===== src/rtl/onehot_pkg.sv =====
// Shared encodings for the ring counter family.
package onehot_pkg;
   localparam logic MODE_ONEHOT  = 1'b0;
   localparam logic MODE_JOHNSON = 1'b1;
endpackage


===== src/rtl/onehot_pattern_gen.sv =====
// Combinational ring pattern for position p: one-hot bit, or Johnson fill.
module onehot_pattern_gen
   import onehot_pkg::*;
#(
   parameter int WIDTH = 8,
   parameter int IW    = $clog2(2*WIDTH)
) (
   input  logic             mode,
   input  logic [IW-1:0]    p,
   output logic [WIDTH-1:0] pattern
);
   always_comb begin
      int pi;
      pi      = int'(p);
      pattern = '0;
      for (int i = 0; i < WIDTH; i++) begin
         if (mode == MODE_JOHNSON)
            // first WIDTH positions fill from LSB, the rest drain from LSB
            pattern[i] = (pi <= WIDTH) ? (i < pi) : (i >= pi - WIDTH);
         else
            pattern[i] = (i == pi);
      end
   end
endmodule


===== src/rtl/onehot_ring_counter.sv =====
// Prescaled one-hot / Johnson ring counter with load, direction and wrap/err pulses.
module onehot_ring_counter
   import onehot_pkg::*;
#(
   parameter  int WIDTH = 8,
   parameter  int DIV   = 1,
   localparam int IW    = $clog2(2*WIDTH)
) (
   input  logic             CLK,
   input  logic             RST_N,
   input  logic             EN,
   input  logic             DIR,
   input  logic             MODE,
   input  logic             LOAD,
   input  logic [IW-1:0]    LOAD_IDX,
   output logic [WIDTH-1:0] counter_onehot,
   output logic [IW-1:0]    idx,
   output logic             wrap,
   output logic             err
);
   localparam int PW = (DIV > 1) ? $clog2(DIV) : 1;

   logic [PW-1:0]    pre_q;
   logic             mode_q;
   logic [IW:0]      n_cur;
   logic [IW-1:0]    idx_last;
   logic             load_ok;
   logic             tick;
   logic [IW-1:0]    gen_idx;
   logic [WIDTH-1:0] gen_pat;
   logic [WIDTH-1:0] step_pat;

   assign n_cur    = (mode_q == MODE_JOHNSON) ? (IW+1)'(2*WIDTH) : (IW+1)'(WIDTH);
   assign idx_last = IW'(n_cur - 1'b1);
   assign load_ok  = ({1'b0, LOAD_IDX} < n_cur);
   assign tick     = EN && (pre_q == PW'(DIV-1));

   // Loads use the requested index; reset and mode change both land on position 0.
   // The pattern always follows the mode being registered on this edge.
   assign gen_idx = (RST_N && LOAD) ? LOAD_IDX : '0;

   onehot_pattern_gen #(.WIDTH(WIDTH), .IW(IW)) u_gen (
      .mode    (MODE),
      .p       (gen_idx),
      .pattern (gen_pat)
   );

   always_comb begin
      step_pat = counter_onehot;
      case ({mode_q, DIR})
         {MODE_ONEHOT,  1'b0}: step_pat = {counter_onehot[WIDTH-2:0], counter_onehot[WIDTH-1]};
         {MODE_ONEHOT,  1'b1}: step_pat = {counter_onehot[0], counter_onehot[WIDTH-1:1]};
         {MODE_JOHNSON, 1'b0}: step_pat = {counter_onehot[WIDTH-2:0], ~counter_onehot[WIDTH-1]};
         default:              step_pat = {~counter_onehot[0], counter_onehot[WIDTH-1:1]};
      endcase
   end

   always_ff @(posedge CLK) begin
      if (!RST_N) begin
         idx            <= '0;
         pre_q          <= '0;
         wrap           <= 1'b0;
         err            <= 1'b0;
         mode_q         <= MODE;
         counter_onehot <= gen_pat;
      end else begin
         wrap <= 1'b0;
         err  <= 1'b0;
         if (LOAD) begin
            mode_q <= MODE;
            if (load_ok) begin
               idx            <= LOAD_IDX;
               counter_onehot <= gen_pat;
               pre_q          <= '0;
            end else begin
               err <= 1'b1;
            end
         end else if (MODE != mode_q) begin
            mode_q         <= MODE;
            idx            <= '0;
            counter_onehot <= gen_pat;
            pre_q          <= '0;
         end else if (EN) begin
            if (tick) begin
               pre_q          <= '0;
               counter_onehot <= step_pat;
               if (DIR) begin
                  idx  <= (idx == '0) ? idx_last : idx - 1'b1;
                  wrap <= (idx == '0);
               end else begin
                  idx  <= (idx == idx_last) ? '0 : idx + 1'b1;
                  wrap <= (idx == idx_last);
               end
            end else begin
               pre_q <= pre_q + 1'b1;
            end
         end
      end
   end
endmodule


===== config.mk =====
export PLATFORM = sky130hd
export DESIGN_NAME = onehot_ring_counter
export DESIGN_NICKNAME = d
export VERILOG_FILES = /design/src/rtl/onehot_pkg.sv /design/src/rtl/onehot_pattern_gen.sv /design/src/rtl/onehot_ring_counter.sv
export SDC_FILE = /design/constraint.sdc
export NUM_CORES = 1
export LEC_CHECK = 0
export ABC_AREA = 1
export BUFFER_PORTS_ARGS = -buffer_cell sky130_fd_sc_hd__buf_2
export CAP_MARGIN = 15
export CORE_MARGIN = 2
export CORE_UTILIZATION = 55
export CTS_CLUSTER_SIZE = 8
export DETAILED_ROUTE_END_ITERATION = 10
export PLACE_DENSITY = 0.88
export REMOVE_ABC_BUFFERS = 1
export SETUP_SLACK_MARGIN = 0.02
export SLEW_MARGIN = 30
export SYNTH_ARGS = -nofsm -noshare
export SYNTH_HDL_FRONTEND = slang
export SYNTH_SLANG_ARGS = --single-unit

===== constraint.sdc =====
create_clock -name CLK -period 1.83 [get_ports CLK]
set_input_delay 0.366 -clock CLK [delete_from_list [all_inputs] [get_ports CLK]]
set_output_delay 0.366 -clock CLK [all_outputs]
set_load 0.03 [all_outputs]

-- Yosys cells after proc, flatten, opt, wreduce, memory -nomap -nowiden
Index checks and enable logic that the tools add are counted.
- bitwise logic cells: 6
- multiplexer cells: 43
- equality and inequality tests: 16
- add/subtract/negate cells: 5
- order comparisons: 18
- reduce and logical (&&, ||, !) cells: 12
- operators by type and width (kind ; number):
    $ge A4 B32 Y1 const A ; 4
    $ge A3 B32 Y1 const A ; 2
    $mux W8 ; 6
    $mux W4 ; 9
    $ge A1 B32 Y1 const A ; 1
    $ge A2 B32 Y1 const A ; 1
    $mux W1 ; 26
    $pmux W8 S3 ; 1
    $eq A4 B4 Y1 const A ; 4
    $lt A3 B4 Y1 const A ; 4
    $eq A3 B4 Y1 const A ; 2
    $logic_not A4 Y1 ; 2
    $lt A1 B4 Y1 const A ; 2
    $lt A2 B4 Y1 const A ; 2
    $sub A4 B1 Y4 const B ; 2
    $not A1 Y1 ; 6
    $reduce_and A3 Y1 ; 2
    $reduce_bool A3 Y1 ; 2
    $lt A4 B5 Y1 ; 1
    $mux W5 ; 1
    $reduce_or A5 Y1 ; 1
    $sub A4 B4 Y5 const B ; 1
    $add A4 B1 Y4 const B ; 1
    $eq A2 B4 Y1 const A ; 1
    other kinds (14) ; 16
- output and inout port bits: 14
- bits in registers: 16
- bits of input ports: 10
- word-level logic and storage cells: 106

-- Depth between registers and ports, before layout
Gate-level depths: netlist (run 1).
- word-level depth: 9
- mapped depth: 10
- gate-level depth less buffers: 10

-- Modules after synthesis
Synthesis (run 1) repeated with hierarchy kept, for this count alone.
- cells, all modules: 207
- area total of the unflattened synthesis: 1365.1 um^2
- modules (own cells, without submodules) (module ; area each (um^2) ; times used ; cells an instance):
    onehot_ring_counter ; 1036.0 ; 1 ; 141
    onehot_pattern_gen ; 329.1 ; 1 ; 66

-- Worst setup path before layout (run 1)
OpenSTA, ideal clock, no wires.
- kind: reg-to-reg
- start: register idx[0]
- end: register idx[1]
- period minus slack after synthesis: 1.455 ns
- setup slack: 0.375 ns
- buffers on the path: 0
- required time: 1.718 ns
- data arrival time: 1.343 ns
- stages on the path, launching flop included: 7
- cells stage by stage: dfxtp_1 > inv_1 > ha_1 > xnor2_1 > o21ai_0 > nor2_1 > nor2_1
- word-level cells in the longest chain between the ends: 7
- elaborated cells between the ends (all ways): 11
- classes of those cells: add/sub: 2; eq/ne: 1; mux: 7; reduce/logical: 1
- ends and longest elaborated chain (item ; line ; RTL):
    start, declared ; onehot_ring_counter.sv:17 ; output logic [IW-1:0] idx,
    start signal, assigned ; onehot_ring_counter.sv:88 ; idx <= (idx == '0) ? idx_last : idx - 1'b1;
    start signal, assigned ; onehot_ring_counter.sv:91 ; idx <= (idx == idx_last) ? '0 : idx + 1'b1;
    $add A4 B1 Y4, or another cell as far along ; onehot_ring_counter.sv:91 ;
    $mux W4 (on tied branches) ; onehot_ring_counter.sv:91, onehot_ring_counter.sv:88 ;
    $mux W4 (*) ; onehot_ring_counter.sv:87 ; if (DIR) begin
    $mux W4 (*) ; onehot_ring_counter.sv:84 ; if (tick) begin
    $mux W4 (*) ; onehot_ring_counter.sv:83 ; end else if (EN) begin
    $mux W4 (*) ; onehot_ring_counter.sv:78 ; end else if (MODE != mode_q) begin
    $mux W4 (*) ; onehot_ring_counter.sv:69 ; if (LOAD) begin
Mark *: on every way between the ends. The rest lies on a longest branch, timed or not. The select of a mux whose other input is x is not followed.
A chain may end at the register's enable or synchronous reset.

-- Final worst setup path (run 1)
- start: register mode_q
- end: register counter_onehot[7] (enable)
- word-level cells in the longest chain between the ends: 4
- elaborated cells between the ends (all ways): 7
- classes of those cells: order compare: 1; eq/ne: 4; mux: 1; reduce/logical: 1
- ends and longest elaborated chain (item ; line ; RTL):
    start, declared ; onehot_ring_counter.sv:24 ; logic mode_q;
    start signal, assigned ; onehot_ring_counter.sv:64 ; mode_q <= MODE;
    start signal, assigned ; onehot_ring_counter.sv:70 ; mode_q <= MODE;
    start signal, assigned ; onehot_ring_counter.sv:79 ; mode_q <= MODE;
    $mux W5 ; onehot_ring_counter.sv:33 ; assign n_cur = (mode_q == MODE_JOHNSON) ? (IW+1)'(2*WIDTH) : (IW+1)'(WIDTH);
    $lt A4 B5 Y1 ; onehot_ring_counter.sv:35 ; assign load_ok = ({1'b0, LOAD_IDX} < n_cur);
    $ne A3 B2 Y1 (no source line) ; n/a ;
    $reduce_and A3 Y1 (no source line) (*) ; n/a ;
    end signal, assigned ; onehot_ring_counter.sv:65 ; counter_onehot <= gen_pat;
    end signal, assigned ; onehot_ring_counter.sv:73 ; counter_onehot <= gen_pat;
    end signal, assigned ; onehot_ring_counter.sv:81 ; counter_onehot <= gen_pat;
    end, declared ; onehot_ring_counter.sv:16 ; output logic [WIDTH-1:0] counter_onehot,
Mark *: on every way between the ends. The rest lies on a longest branch, timed or not.

==> flow_summary.yaml, run 1 <==
floorplan:
  start_util_pct: 59.77
  pin_count: 24
  num_rows: 17
  die_area_sq_mm: 0.002862
  design.core.area_sq_mm: 0.002255
  die_w_um: 53.50
  die_h_um: 53.50
timing:
  setup_tns_ns: 0
  slew-limit-headroom_pct: 76.95
  worstMarginPinSlew_ns: 0.3454
  timing.hold.ws_ns: 0.3854
  rsz0062_at_grt: "false"
  setup_slack_ns: 0.2029
  hold_viol_final: 0
  setup_viol_count_final: 0
  post-route-min-period_ns: 1.627
  finClkSkew_ns: 0.004471
  timing.final.crit_share_pct: 88.91
  drv_slew: 0
  max_freq_mhz: 614.6
global_routing:
  grt_max_degree: 13
  gr-total-overflow: 0
  grt_pass1_wl_um: 5257
  antenna_found_initial: 0
  first_global_vias: 1193
  grt_use_total_pct: 25.03
hold_path:
  hp-class: "in2reg"
  hold_start: "EN"
  min_to: "pre_q"
  min_path_cells: 3
routing:
  ant_nets: 0
  firstDrtPassIters: 4
  drc_errors: 0
  num_vias: 1359
  vias_per_cell: 5.329
  drtIter0Drc: 47
  wire_per_inst_um: 11.87
  wl_um: 3028
clock_tree:
  path_clk_slew_ns: 0.10
  tritoncts: "built"
  numCtsBuffers: 3
  cts_num_sinks: 16
  clk_latency_ns: 0.30
  cts.path.max_buffers: 2
  hold_buffers: 0
  clockRootBuffer: "clkbuf_4"
  htreeDepth: 1
  post-cts-setup-buffer-count: 0
  cts-resized-gates: 0
synth:
  syn_area_sq_mm: 0.001348
  synth-edff-count: 9
  yosysWarningCount: 0
  synthTopCellsByArea: "edfxtp_1, nand2_1, dfxtp_1"
  syn-instance-count: 205
  synthArstFlopShare_pct: 0
  yosysMostFrequentCell: "nand2_1"
  ys.flop_type: "edfxtp_1"
  seq_area_frac_synth_pct: 30.45
  ys_types: 31
  synth_common_cells: "nand2_1, nor2_1, inv_1, a21oi_1, nand3_1"
  syn_area_per_cell_sq_um: 6.573
  synth_top_area_share_pct: 20.06
  yosys_register_bits: 16
  yosys.area.top_type: "edfxtp_1"
setup_path:
  rr_worst_depth: 6
  arrival_ns: 1.65
  worstPathMaxFanout: 9
  critical_path_class: "reg2reg"
  ff2ff_setup_slack_ns: 0.20
  r2r-start: "mode_q"
  cp.required_ns: 1.85
  r2r-end: "counter_onehot[7]"
  end_kind: "flip-flop"
  start_kind: "flip-flop"
placed_design:
  io_buffers: 23
  place_congestion: 0.9346
  dp_hpwl_um: 2304
  place_ws_ns: 0.1912
  place_inst: 251
outcome:
  status: "complete, no violations"
power_and_ir_drop:
  power_switching_mw: 0.3973
  leakagePower_nw: 0.7662
  pwr_density_cell_mw_per_mm2: 678.2
  p_comb_share_pct: 34.7
  irDropWorstVdd_uv: 445.0
  power.internal_mw: 0.6108
  swShare_pct: 39.41
  power_frac_seq_pct: 45.0
  clock_power_share_pct: 20.3
finish:
  antenna_cells: 0
  post-route-util_pct: 65.93
  layout-drive-gt1-share_pct: 21.59
  final_cells: 255
  final_nets: 240
  syn2layout_area_growth_pct: 10.31
run:
  cap_viol_max_count: 0
## power by group through the flow
stage,Combinational [mW],Clock (mW),Sequential [mW]
2_1_floorplan,0.174,0,0.525
5_1_grt,0.393,0.214,0.461
6_report,0.350,0.205,0.453
3_3_place_gp,0.344,0,0.461
4_1_cts,0.348,0.206,0.453
3_5_place_dp,0.346,0,0.461
## kinds of logic (layout without fill, tap and decap cells)
family / after synthesis / in the layout / share of synthesized area [%]
and+or+nand+nor: 122 / 122 / 42.71
AOI/OAI and AO/OA: 31 / 31 / 12.07
adders and majority gates: 2 / 2 / 1.857
xor gates and xnor gates: 2 / 2 / 1.300
DFF: 16 / 16 / 30.45
buffers and inverters: 31 / 53 / 10.86
muxes: 1 / 1 / 0.7428
## routing by layer
layer / vias to the layer above / part of all wire [%] / track usage (%) / wire, um
li1: 702 / - / - / -
met1: 604 / 50 / 36.98 / 1517
met2: 46 / 43 / 36.21 / 1292
met3: 7 / 5.2 / 3.107 / 157
met4: 0 / 2.0 / 10.68 / 61
met5: - / 0 / 0 / 0
## cells in the final DEF, fill, tap and decap left out, types with 2 or more instances in the layout
cell type	count
o21ai_1	2
o21ai_0	8
nand4_1	2
nand2_4	3
nand2_1	58
nor2_1	28
a21oi_1	17
buf_2	23
nand3_1	15
edfxtp_1	9
a31oi_1	2
dfxtp_1	7
inv_1	18
clkbuf_4	3
ha_1	2
buf_4	3
clkinv_1	2
inv_2	4
nor3_1	3
nand2_2	5
nor2_4	4
## cell type report
type | instances | area, sq um
Clock buffer | 3 | 22.52
Clock inverter | 1 | 3.754
Fill cell | 214 | 768.2
Inverter | 23 | 86.33
Multi-Input combinational cell | 158 | 790.8
Sequential cell | 16 | 410.4
Tap cell | 28 | 35.03
Timing Repair Buffer | 26 | 137.6
## worst max-delay path by stage
stage	from	endpoint	slack, ns	cells after the start
after floorplan	idx[0]	idx[2]	0.37	7
after global placement	MODE	counter_onehot[4]	0.20	7
after detailed placement	MODE	counter_onehot[2]	0.19	7
after CTS	mode_q	counter_onehot[2]	0.21	6
after global routing	mode_q	counter_onehot[0]	0.07	7
final	mode_q	counter_onehot[7]	0.20	6
## flip-flops by register name (all words and copies together), names as in the netlist
register	flops
wrap	1
counter_onehot	8
idx	4
mode_q	1
pre_q	1
err	1
## worst max-delay path: stages, from the launching register on
cell and delay [ns]:
edfxtp_1 0.53, nand2_2 0.14, nand2_1 0.09, nor2_4 0.14, nand2_4 0.08, a21oi_1 0.16, inv_1 0.20
## metrics by stage
step           total power [mW]  instance area [sq um]
6_report                  1.008                   1486
5_1_grt                   1.067                   1486
4_1_cts                   1.007                   1486
3_5_place_dp             0.8076                   1460
3_3_place_gp             0.8048                   1460
2_1_floorplan            0.6994                   1287
(Power assumes the default switching activity.)
==> run 2, diff against run 1 <==
--- a/config.mk
+++ b/config.mk
@@ -6,7 +6,7 @@
 export NUM_CORES = 1
 export LEC_CHECK = 0
 export ABC_AREA = 1
-export BUFFER_PORTS_ARGS = -buffer_cell sky130_fd_sc_hd__buf_2
+export BUFFER_PORTS_ARGS = -buffer_cell sky130_fd_sc_hd__buf_4
 export CAP_MARGIN = 15
 export CORE_MARGIN = 2
 export CORE_UTILIZATION = 55
@@ -14,7 +14,6 @@
 export DETAILED_ROUTE_END_ITERATION = 10
 export PLACE_DENSITY = 0.88
 export REMOVE_ABC_BUFFERS = 1
-export SETUP_SLACK_MARGIN = 0.02
 export SLEW_MARGIN = 30
 export SYNTH_ARGS = -nofsm -noshare
 export SYNTH_HDL_FRONTEND = slang
==> run 2 against run 1 <==
Compared with the run above:
- global-route usage shrank 1.0 points
- design area up 3.4%
- total power up 1.7%
- maximum frequency is 4.3% higher
- cell count decreased by 0.39%
==> flow_summary.yaml, run 2 (synthesized netlist as in run 1, its figures left out) <==
outcome:
  status: "complete, no violations"
finish:
  largest_reg_flops: 8
  final_common_cell: "nand2_1"
  final_nets: 239
  post-route-util_pct: 68.15
  syn2layout_area_growth_pct: 14.02
  layout-drive-gt1-share_pct: 21.24
  antenna_cells: 0
  layout_common_cells: "nand2_1, nor2_1, buf_4, inv_1, a21oi_1"
  regMostFlops: "counter_onehot"
  design_area_sq_mm: 0.001536
  final_cells: 254
  reg_top3: "counter_onehot x8, idx x4"
  fillers: 208
routing:
  ant_nets: 0
  drc_errors: 0
  wl_um: 2989
  wire_per_inst_um: 11.77
  vias_per_cell: 5.264
  drtIter0Drc: 51
  num_vias: 1337
  firstDrtPassIters: 4
hold_path:
  hp-class: "in2reg"
  min_path_cells: 1
placed_design:
  place_inst: 250
  dp_hpwl_um: 2309
  placed_area_sq_mm: 0.001510
  io_buffers: 23
  place_congestion: 0.9236
setup_path:
  critPathSlowestCell: "edfxtp_1"
  worstPathMaxFanout: 9
  crit_family: "flip-flops"
  cp_cell_sequence: "nor2_1 -> nor2_4 -> nand2_4 -> a21oi_1 -> inv_1"
  crit_buf_inv: 1
  cp.required_ns: 1.81
  cpPeakStageDelay_ns: 0.53
  start_kind: "flip-flop"
  rr_worst_depth: 5
  critical_path_class: "reg2reg"
  timing.critical_path.depth: 5
  arrival_ns: 1.54
  end_kind: "flip-flop"
global_routing:
  grt_max_degree: 13
  antenna_found_initial: 0
  first_global_vias: 1110
  grt_use_total_pct: 24.03
  grt_pass1_wl_um: 4919
  gr-total-overflow: 0
clock_tree:
  path_clk_slew_ns: 0.10
  hold_buffers: 0
  cts.path.max_buffers: 2
  clk_latency_ns: 0.29
  post-cts-setup-buffer-count: 0
  htreeDepth: 1
  numCtsBuffers: 3
  clockRootBuffer: "clkbuf_4"
  cts-resized-gates: 0
  tritoncts: "built"
  cts_num_sinks: 16
power_and_ir_drop:
  pwr_density_cell_mw_per_mm2: 667.0
  leakagePower_nw: 0.7733
  irDropWorstVdd_uv: 407.8
timing:
  worstMarginPinSlew_ns: 0.3240
  slew-limit-headroom_pct: 78.38
  drv_slew: 0
  post-route-min-period_ns: 1.560
  setup_tns_ns: 0
  rsz0062_at_grt: "false"
  hold_viol_final: 0
  max_freq_mhz: 641.1
  setup_viol_count_final: 0
  timing.final.crit_share_pct: 85.23
  finClkSkew_ns: 0.004734
floorplan:
  die_area_sq_mm: 0.002862
  die_h_um: 53.50
  num_rows: 17
  design.core.area_sq_mm: 0.002255
  pin_count: 24
  die_w_um: 53.50
  start_util_pct: 59.77
run:
  cap_viol_max_count: 0
## run 2: cell types whose count changed in the layout (fill, tap and decap cells not counted), sizes merged
| cell | before | now |
|---|---|---|
| buf | 26 | 25 |
## run 2: final timing paths
check,slack (ns),from,to
max reg2reg,0.27,mode_q,counter_onehot[1]
max,0.27,mode_q,counter_onehot[1]
min,0.34,MODE,mode_q
min reg2reg,0.45,pre_q,pre_q
## run 2: worst reg2reg max path: cells and delay by family, from the launching register on
kind / cells / cell delay (ns)
and+or+nand+nor: 3 / 0.40
AOI/OAI and AO/OA: 1 / 0.06
buffers and inverters: 1 / 0.26
DFF: 1 / 0.53
## run 2: cell type report
class	count	area (sq um)	area share [%]
multi-input combinational	158	790.8	51.47
clock inverter	1	3.754	0.2443
clock buffer	3	22.52	1.466
inverter	23	86.33	5.619
timing repair buffer	25	187.7	12.22
tap	28	35.03	2.280
sequential	16	410.4	26.71
## run 2: routing by layer
metal | share of wire [%] | track usage (%) | vias up | wire length (um)
met1 | 49 | 35.66 | 589 | 1458
met5 | 0 | 0 | - | 0
li1 | - | - | 704 | -
met3 | 4.1 | 3.390 | 5 | 122
met4 | 1.8 | 10.68 | 0 | 55
met2 | 45 | 34.16 | 39 | 1352
## run 2: power by group
part	leakage (nW)	switching, mW	internal (mW)
Combinational	0.600	0.235	0.132
Sequential	0.158	0.0382	0.420
Clock	0.0154	0.120	0.0794
## run 2: per-stage QoR
stage	setup slack, ns	power (mW)	hold WS, ns
floorplan	0.3670	0.6994	0.4242
global placement	0.2567	0.8276	0.4307
detailed placement	0.2507	0.8307	0.4350
CTS	0.2649	1.022	0.3427
global route	0.1359	1.083	0.3470
finish	0.2703	1.025	0.3435
==> run 3, diff against run 2 <==
==> constraint.sdc (replaced) <==
create_clock -name CLK -period 1.83 [get_ports CLK]
set_input_delay 0.0915 -clock CLK [delete_from_list [all_inputs] [get_ports CLK]]
set_output_delay 0.0915 -clock CLK [all_outputs]
set_load 0.03 [all_outputs]
==> run 3 against run 2 <==
Compared with the run above:
- maximum frequency shrank 6.4%
- critical path type unchanged
- count of clock-buffer cells in the layout grew 1
- global-route usage grew 1.1 points
- via count grew 1.6%
- largest power group unchanged
- cell count shrank 0.39%
- die area is the same
- clock power grew 3%
- critical endpoint is now counter_onehot[0]
- worst setup slack lost 0.11 ns
- sequential power is essentially flat
- design area shrank 0.49%
- critical path depth grew 2
==> flow_summary.yaml, run 3 (synthesized netlist as in run 1, its figures left out) <==
clock_tree:
  cts_num_sinks: 16
  path_clk_slew_ns: 0.10
  clockRootBuffer: "clkbuf_4"
  cts-resized-gates: 0
  clk_latency_ns: 0.30
  htreeDepth: 1
  numCtsBuffers: 3
  post-cts-setup-buffer-count: 0
  hold_buffers: 0
  cts.path.max_buffers: 2
  tritoncts: "built"
global_routing:
  first_global_vias: 1125
  grt_use_total_pct: 25.13
  antenna_found_initial: 0
  grt_max_degree: 15
  gr-total-overflow: 0
  grt_pass1_wl_um: 5133
finish:
  layout-drive-gt1-share_pct: 20.89
  design_area_sq_mm: 0.001529
  syn2layout_area_growth_pct: 13.46
  final_nets: 238
  final_common_cell: "nand2_1"
  fillers: 211
  final_cells: 253
  multi_input_area_sq_um: 790.8
  largest_reg_flops: 8
  reg_top3: "counter_onehot x8, idx x4"
  regMostFlops: "counter_onehot"
  antenna_cells: 0
  layout_common_cells: "nand2_1, nor2_1, buf_4, inv_1, a21oi_1"
  regArea_sq_um: 410.4
routing:
  met2_length_um: 1376
  ant_nets: 0
  wire_per_inst_um: 11.95
  dr_wl_met3_um: 158
  vias_per_cell: 5.368
  drc_errors: 0
  top_layer: "met4"
  drt-met1-wl_um: 1426
  firstDrtPassIters: 4
  wl_um: 3023
  drtIter0Drc: 65
  num_vias: 1358
timing:
  setup_tns_ns: 0
  slew-limit-headroom_pct: 76.45
  timing.final.crit_share_pct: 91.02
  worstMarginPinSlew_ns: 0.3528
  setup_slack_ns: 0.1644
  drv_slew: 0
  finClkSkew_ns: 0.007339
  rsz0062_at_grt: "false"
  max_freq_mhz: 600.4
  hold_viol_final: 0
  post-route-min-period_ns: 1.666
  setup_viol_count_final: 0
floorplan:
  design.core.area_sq_mm: 0.002255
  die_w_um: 53.50
  num_rows: 17
  pin_count: 24
  die_area_sq_mm: 0.002862
  die_h_um: 53.50
  start_util_pct: 59.77
placed_design:
  placed_area_sq_mm: 0.001503
  place_ws_ns: 0.2240
  place_inst: 249
  io_buffers: 23
  place_congestion: 0.9150
  dp_hpwl_um: 2385
outcome:
  status: "complete, no violations"
power_and_ir_drop:
  irDropWorstVdd_uv: 489.5
  leakagePower_nw: 0.7689
  pwr_density_cell_mw_per_mm2: 674.5
run:
  cap_viol_max_count: 0
setup_path:
  arrival_ns: 1.72
  worstPathMaxFanout: 14
  start_kind: "flip-flop"
  critical_path_class: "reg2reg"
  cp.required_ns: 1.88
  end_kind: "flip-flop"
hold_path:
  hp-class: "in2reg"
-- run 3: cell types whose count changed in the layout (fill, tap and decap cells not counted), sizes merged --
| cell | before | now |
|---|---|---|
| buf | 25 | 24 |
| clkbuf | 3 | 4 |
| clkinv | 2 | 1 |
-- run 3: worst max-delay path, stage by stage, from the launching register on --
cell,delay [ns]
edfxtp_1,0.51
inv_1,0.11
nand2_1,0.08
nand3_2,0.25
inv_1,0.21
nand2_1,0.07
a21oi_1,0.12
a21oi_1,0.06
-- run 3: cell type report --
cell class              instances  area share, %
multi-input cells             158          51.72
well taps                      28          2.291
clock buffers                   4          1.718
flip-flops and latches         16          26.84
inverters                      23          5.646
repair buffers                 24          11.78
-- run 3: worst paths after layout --
kind	from	endpoint	slack, ns	cells after the start
min	MODE	mode_q	0.06	1
min reg2reg	pre_q	pre_q	0.44	1
max	mode_q	counter_onehot[0]	0.16	7
max reg2reg	mode_q	counter_onehot[0]	0.16	7
-- run 3: through the flow --
step | utilization, % | total power, mW | hold WS [ns]
after floorplan | - | 0.6994 | 0.1904
after global placement | 66.65 | 0.8261 | 0.3705
after detailed placement | 66.65 | 0.8323 | 0.3678
after CTS | 67.81 | 1.036 | 0.05211
after global routing | 67.81 | 1.100 | 0.05289
final | 67.81 | 1.031 | 0.06006
-- run 3: report_power, final --
group	internal [mW]	total, mW	switching [mW]
Clock	0.0851	0.205	0.120
Combinational	0.132	0.371	0.239
Sequential	0.420	0.455	0.0352
-- run 3: layer usage --
layer	vias to the layer above	track usage, %
li1	704	-
met1	599	36.40
met2	50	36.63
met3	5	3.390
met4	0	11.54
met5	-	0
